### src/rtl/cpu_pkg.sv
// Shared definitions for the multi-cycle CPU sequencer: state encoding,
// memory opcodes and the default reset PC.
package cpu_pkg;

    typedef enum logic [2:0] {
        IDLE  = 3'd0,
        FETCH = 3'd1,
        EXEC  = 3'd2,
        MEM   = 3'd3,
        WB    = 3'd4,
        FAULT = 3'd5
    } state_t;

    localparam logic [5:0]  OP_LW    = 6'b100011;
    localparam logic [5:0]  OP_SW    = 6'b101011;
    localparam logic [31:0] RESET_PC = 32'h0000_0000;

    // True when the opcode needs a data-memory access
    function automatic logic is_mem_op(input logic [5:0] opcode);
        return (opcode == OP_LW) || (opcode == OP_SW);
    endfunction

endpackage

### src/rtl/cpu_seq_perf.sv
// Performance counters for cpu_seq: retired instructions and memory stall
// cycles. Both counters wrap.
module cpu_seq_perf (
    input  logic        clk,
    input  logic        rst_n,
    input  logic        retire,
    input  logic        stall,
    output logic [31:0] perf_retired,
    output logic [31:0] perf_stall
);

    // Count retire pulses and cycles where memory holds off a request
    always_ff @(posedge clk or negedge rst_n) begin
        if (!rst_n) begin
            perf_retired <= 32'd0;
            perf_stall   <= 32'd0;
        end else begin
            if (retire) perf_retired <= perf_retired + 32'd1;
            if (stall)  perf_stall   <= perf_stall + 32'd1;
        end
    end

endmodule

### src/rtl/cpu_seq.sv
// Multi-cycle sequencer: owns PC and instruction register, shares one memory
// port between fetch and LW/SW, issues one rf_we/retire per instruction.
// Optional feature macro: CPU_SEQ_PERF_EN (adds live perf counters; when not
// defined the perf ports are tied to zero).
module cpu_seq #(
    parameter logic [31:0] RESET_PC    = cpu_pkg::RESET_PC,
    parameter int          MEM_TIMEOUT = 16
) (
    input  logic        clk,
    input  logic        rst_n,
    input  logic        run,
    output logic        mem_req,
    output logic        mem_we,
    output logic [31:0] mem_addr,
    output logic [31:0] mem_wdata,
    input  logic [31:0] mem_rdata,
    input  logic        mem_ready,
    output logic [31:0] pc,
    output logic [31:0] inst,
    output logic [31:0] load_data,
    input  logic [31:0] dec_mem_addr,
    input  logic        dec_wren,
    input  logic [31:0] dec_mem_wdata,
    input  logic        dec_wreg,
    input  logic        dec_is_jmp,
    input  logic [31:0] dec_jmp_addr,
    output logic        rf_we,
    output logic        retire,
    output logic        busy,
    output logic        fault,
    output logic [31:0] perf_retired,
    output logic [31:0] perf_stall
);
    import cpu_pkg::*;

    localparam logic        TIMEOUT_EN   = (MEM_TIMEOUT != 0);
    localparam logic [31:0] TIMEOUT_LAST = 32'(MEM_TIMEOUT - 1);

    state_t      state_reg, state_next;
    logic [31:0] pc_reg;
    logic [31:0] inst_reg;
    logic [31:0] load_data_reg;
    logic [31:0] wait_cnt_reg;
    logic        mem_stall;
    logic        timeout_hit;

    // A request is stalled when memory has not accepted it this cycle
    assign mem_stall   = mem_req && !mem_ready;
    // The current stall cycle would be the last one allowed
    assign timeout_hit = TIMEOUT_EN && (wait_cnt_reg == TIMEOUT_LAST);

    // Next-state and memory/writeback outputs, all decoded from the current state
    always_comb begin
        state_next = state_reg;
        mem_req    = 1'b0;
        mem_we     = 1'b0;
        mem_addr   = 32'd0;
        mem_wdata  = 32'd0;
        rf_we      = 1'b0;
        retire     = 1'b0;
        case (state_reg)
            IDLE: begin
                if (run) state_next = FETCH;
            end
            FETCH: begin
                if (pc_reg[1:0] != 2'b00) begin
                    state_next = FAULT;
                end else begin
                    mem_req  = 1'b1;
                    mem_addr = pc_reg;
                    if (mem_ready)        state_next = EXEC;
                    else if (timeout_hit) state_next = FAULT;
                end
            end
            EXEC: begin
                state_next = is_mem_op(inst_reg[31:26]) ? MEM : WB;
            end
            MEM: begin
                if (dec_mem_addr[1:0] != 2'b00) begin
                    state_next = FAULT;
                end else begin
                    mem_req   = 1'b1;
                    mem_addr  = dec_mem_addr;
                    mem_we    = dec_wren;
                    mem_wdata = dec_mem_wdata;
                    if (mem_ready)        state_next = WB;
                    else if (timeout_hit) state_next = FAULT;
                end
            end
            WB: begin
                rf_we      = dec_wreg;
                retire     = 1'b1;
                state_next = run ? FETCH : IDLE;
            end
            FAULT: begin
                state_next = FAULT;
            end
            default: begin
                state_next = FAULT;
            end
        endcase
    end

    // State, PC, instruction/load capture and the per-access wait counter
    always_ff @(posedge clk or negedge rst_n) begin
        if (!rst_n) begin
            state_reg     <= IDLE;
            pc_reg        <= RESET_PC;
            inst_reg      <= 32'd0;
            load_data_reg <= 32'd0;
            wait_cnt_reg  <= 32'd0;
        end else begin
            state_reg <= state_next;
            if (state_reg == FETCH && mem_req && mem_ready)
                inst_reg <= mem_rdata;
            if (state_reg == MEM && mem_req && mem_ready && inst_reg[31:26] == OP_LW)
                load_data_reg <= mem_rdata;
            if (state_reg == WB)
                pc_reg <= dec_is_jmp ? dec_jmp_addr : pc_reg + 32'd4;
            if (state_next != state_reg)
                wait_cnt_reg <= 32'd0;
            else if (mem_stall && TIMEOUT_EN)
                wait_cnt_reg <= wait_cnt_reg + 32'd1;
        end
    end

    assign pc        = pc_reg;
    assign inst      = inst_reg;
    assign load_data = load_data_reg;
    assign busy      = (state_reg != IDLE) && (state_reg != FAULT);
    assign fault     = (state_reg == FAULT);

`ifdef CPU_SEQ_PERF_EN
    cpu_seq_perf u_perf (
        .clk          (clk),
        .rst_n        (rst_n),
        .retire       (retire),
        .stall        (mem_stall),
        .perf_retired (perf_retired),
        .perf_stall   (perf_stall)
    );
`else
    assign perf_retired = 32'd0;
    assign perf_stall   = 32'd0;
`endif

endmodule

### config.mk
export PLATFORM = sky130hd
export DESIGN_NAME = cpu_seq
export DESIGN_NICKNAME = d
export VERILOG_FILES = /design/src/rtl/cpu_pkg.sv /design/src/rtl/cpu_seq_perf.sv /design/src/rtl/cpu_seq.sv
export SDC_FILE = /design/constraint.sdc
export NUM_CORES = 1
export LEC_CHECK = 0
export CORE_ASPECT_RATIO = 0.75
export CORE_MARGIN = 5
export CORE_UTILIZATION = 40
export CTS_CLUSTER_DIAMETER = 30
export DETAILED_ROUTE_END_ITERATION = 8
export DONT_BUFFER_PORTS = 1
export HOLD_SLACK_MARGIN = 0.03
export PLACE_DENSITY_LB_ADDON = 0.25
export REMOVE_ABC_BUFFERS = 1
export SYNTH_ARGS = -nofsm -noshare
export SYNTH_HDL_FRONTEND = slang
export SYNTH_SLANG_ARGS = --single-unit
### constraint.sdc
create_clock -name clk -period 7.2 [get_ports clk]
set_clock_uncertainty 0.05 [all_clocks]
set_input_delay 1.08 -clock clk [delete_from_list [all_inputs] [get_ports clk]]
set_output_delay 1.08 -clock clk [all_outputs]
set_load 0.02 [all_outputs]
==> impl_metrics.yaml <==
status:
  status: "completed"
timing:
  hold_viol_final: 0
  setup_repair_after_global_routing_missed_its_margin: "false"
  setup-tns-final_ps: 0
  final_worst_path_period_need_ps: 3950
  transition_time_of_the_tightest_slew_check_pin_ps: 1170
  timing.fmax_ghz: 0.253
  post-route-period-util: 0.549
  setup_viol_count_final: 0
  relative_slew_slack: 0.217
  drv_slew: 0
synth:
  synth.distinct_cells: 64
  post_synth_inst_count: 767
  ys_ff_latch: 131
  synthDominantAreaCellType: "dfrtp_1"
  synth_edf_count: 0
  number_of_warning_messages_in_the_yosys_log: 0
  post_synth.cell_area_avg_sq_um: 9.85
  synth_top_cells_by_area: "dfrtp_1 (43%), mux2_2 (9.8%), buf_4 (6.6%)"
  ys_seq_area_frac: 0.434
  dominantRegCellSynth: "dfrtp_1"
  proportion_of_netlist_area_held_by_the_largest_area_contributor: 0.434
  synthesis.area_sq_um: 7550
  async_flop_share: 1.00
clocking:
  htree_num_levels: 4
  clock-sinks: 131
  cts_resized: 0
  clk_root_buffer_cell: "clkbuf_16"
  cts_buffers: 17
  postCtsSetupRepairBufs: 0
  clk_latency_ps: 420
  cts.reportedPaths.clkPinSlew_ps: 60
  cts_tree: "built"
  max-clock-path-buffers: 2
  cts_hold_buffers: 0
floorplanning:
  num_io_pins: 365
  initial_cell_density_of_the_core: 0.408
  fp.dieH_um: 129
  num_rows: 43
  coreArea_sq_um: 18500
  die_area_sq_um: 21800
  floorplan.die.width_um: 169
setup_path:
  critical_path.startpoint: "state_reg[1]"
  critical_path.reg2reg.endpoint: "wait_cnt_reg[11]"
  worstPathMaxFanout: 39
  crit_end: "rf_we"
  worst_ep_required_time_ps: 6070
  setup.reg_to_reg.worst_slack_ps: 3880
  cp.arrival_ps: 2820
  timing.critical_path.from_type: "flop"
  reg2reg_depth: 6
  setup.worst_path.class: "reg -> out"
  timing.rr.start: "state_reg[1]"
  cp-end-kind: "output pin"
final_layout:
  regArea_sq_um: 3280
  area_growth_syn_to_layout_pct: 6.35
  fillCellCount: 1764
  fin_util: 0.434
  multiInputGateArea_sq_um: 3770
  fraction_of_final_layout_cells_with_drive_strength_greater_than_1: 0.162
  num-nets-final: 870
  most-common-layout-cells: "dfrtp_1 (131), mux2_2 (66), conb_1 (66)"
  final_cell_count_no_fill: 993
  layout.cells.most_common: "dfrtp_1"
routing:
  post_drt_wl_per_cell_um: 22.6
  routed_wirelength_mm: 22.5
  drt.antenna.violating_nets: 0
  first_iter_violations: 545
  detailed_routing_iterations_pass_1: 5
  routed_via_density: 6.00
  drc: 0
  overall_via_count_from_detail_route: 5962
global_route:
  grt_start_max_net_pins: 132
  wire_length_of_the_first_global_routing_pass_mm: 33.1
  global_route.overflow_total: 0
  grt_pass1_vias: 5604
  grt_antenna_before_repair: 2
  gr_usage_total: 0.194
pwr:
  power_internal_mw: 1.28
  peakVddDrop_v: 0.000123
  power.share.combinational: 0.037
  switching_power_mw: 0.419
  cellPowerDensity_nw_per_um2: 211
  share_clk_of_total_power: 0.502
  power.sequential.fraction: 0.461
  switching_share: 0.246
  power_leakage_nw: 3.63
job:
  cap_viol_max_count: 0
placement:
  dpl.hpwl_mm: 16.3
  port_bufs: 0
  placed_cells_incl_taps: 961
  gp_congestion: 0.852
min_path:
  timing.hold.worst.class: "in -> async"
==> logic make-up after synthesis <==
kind of cell / Yosys count / synth area share
flops: 131 / 0.434
xor+xnor: 17 / 0.0197
other cells: 1 / 0.000497
compound gates: 183 / 0.165
mux: 69 / 0.102
fa+ha+maj: 2 / 0.00331
buf+inv: 136 / 0.102
simple gates: 228 / 0.173
==> critical path, stage by stage, from the launching register on <==
cell and delay [ps]:
dfrtp_1 480, inv_1 180, nand3b_1 740, inv_1 200, buf_4 430, and2_1 350
==> per-layer routing <==
layer  routed length [um]  vias up  global-route usage
met5                   13        -                   0
li1                     -     2651                   -
met3                 2340       23              0.0820
met1                 9260     2961               0.249
met4                  239        2              0.0530
met2                10600      325               0.303
==> synth_stat cells, drive strengths merged (12+ instances only) <==
master / number
xnor2: 15
nor3: 16
buf: 78
clkbuf: 47
and3: 42
dfrtp: 131
nand3: 34
a22oi: 12
nand4: 16
mux2: 66
o21ai: 35
a22o: 32
nand2: 37
a21oi: 54
nor2: 17
nor4: 21
==> through the flow <==
| step | cell area (sq um) | hold WS, ps | setup slack [ps] | power (mW) |
|---|---|---|---|---|
| global placement | 7450 | 504 | 3440 | 0.856 |
| floorplan | 7070 | 477 | 2470 | 0.845 |
| finish | 8030 | 301 | 3250 | 1.70 |
| detailed placement | 7450 | 502 | 3270 | 0.857 |
| global route | 8030 | 272 | 2990 | 1.76 |
| CTS | 8030 | 282 | 3210 | 1.71 |
==> final cells by class <==
cell class | instances | share of cell area
multi-input cells | 565 | 0.469
flip-flops and latches | 131 | 0.408
clock buffers | 18 | 0.0534
well taps | 247 | 0.0385
clock inverters | 13 | 0.0187
repair buffers | 7 | 0.00654
inverters | 11 | 0.00514
diodes | 1 | 0.000312
==> how the worst min path moves through the flow <==
stage	from	slack [ps]	endpoint	cells past startpoint
global route	rst_n	270	load_data[2]	0
floorplan	wait_cnt_reg[31]	480	wait_cnt_reg[31]	2
finish	rst_n	300	load_data[2]	0
CTS	rst_n	280	load_data[2]	0
detailed placement	wait_cnt_reg[31]	500	wait_cnt_reg[31]	2
global placement	wait_cnt_reg[31]	500	wait_cnt_reg[31]	2
==> power by group through the flow <==
stage / registers, mW / clock network, mW / logic, mW
2_1_floorplan: 0.790 / 0 / 0.0558
3_3_place_gp: 0.796 / 0 / 0.0596
3_5_place_dp: 0.796 / 0 / 0.0611
4_1_cts: 0.784 / 0.869 / 0.0612
5_1_grt: 0.785 / 0.904 / 0.0684
6_report: 0.783 / 0.852 / 0.0628
No activity file was read; power rests on OpenSTA's default activity.
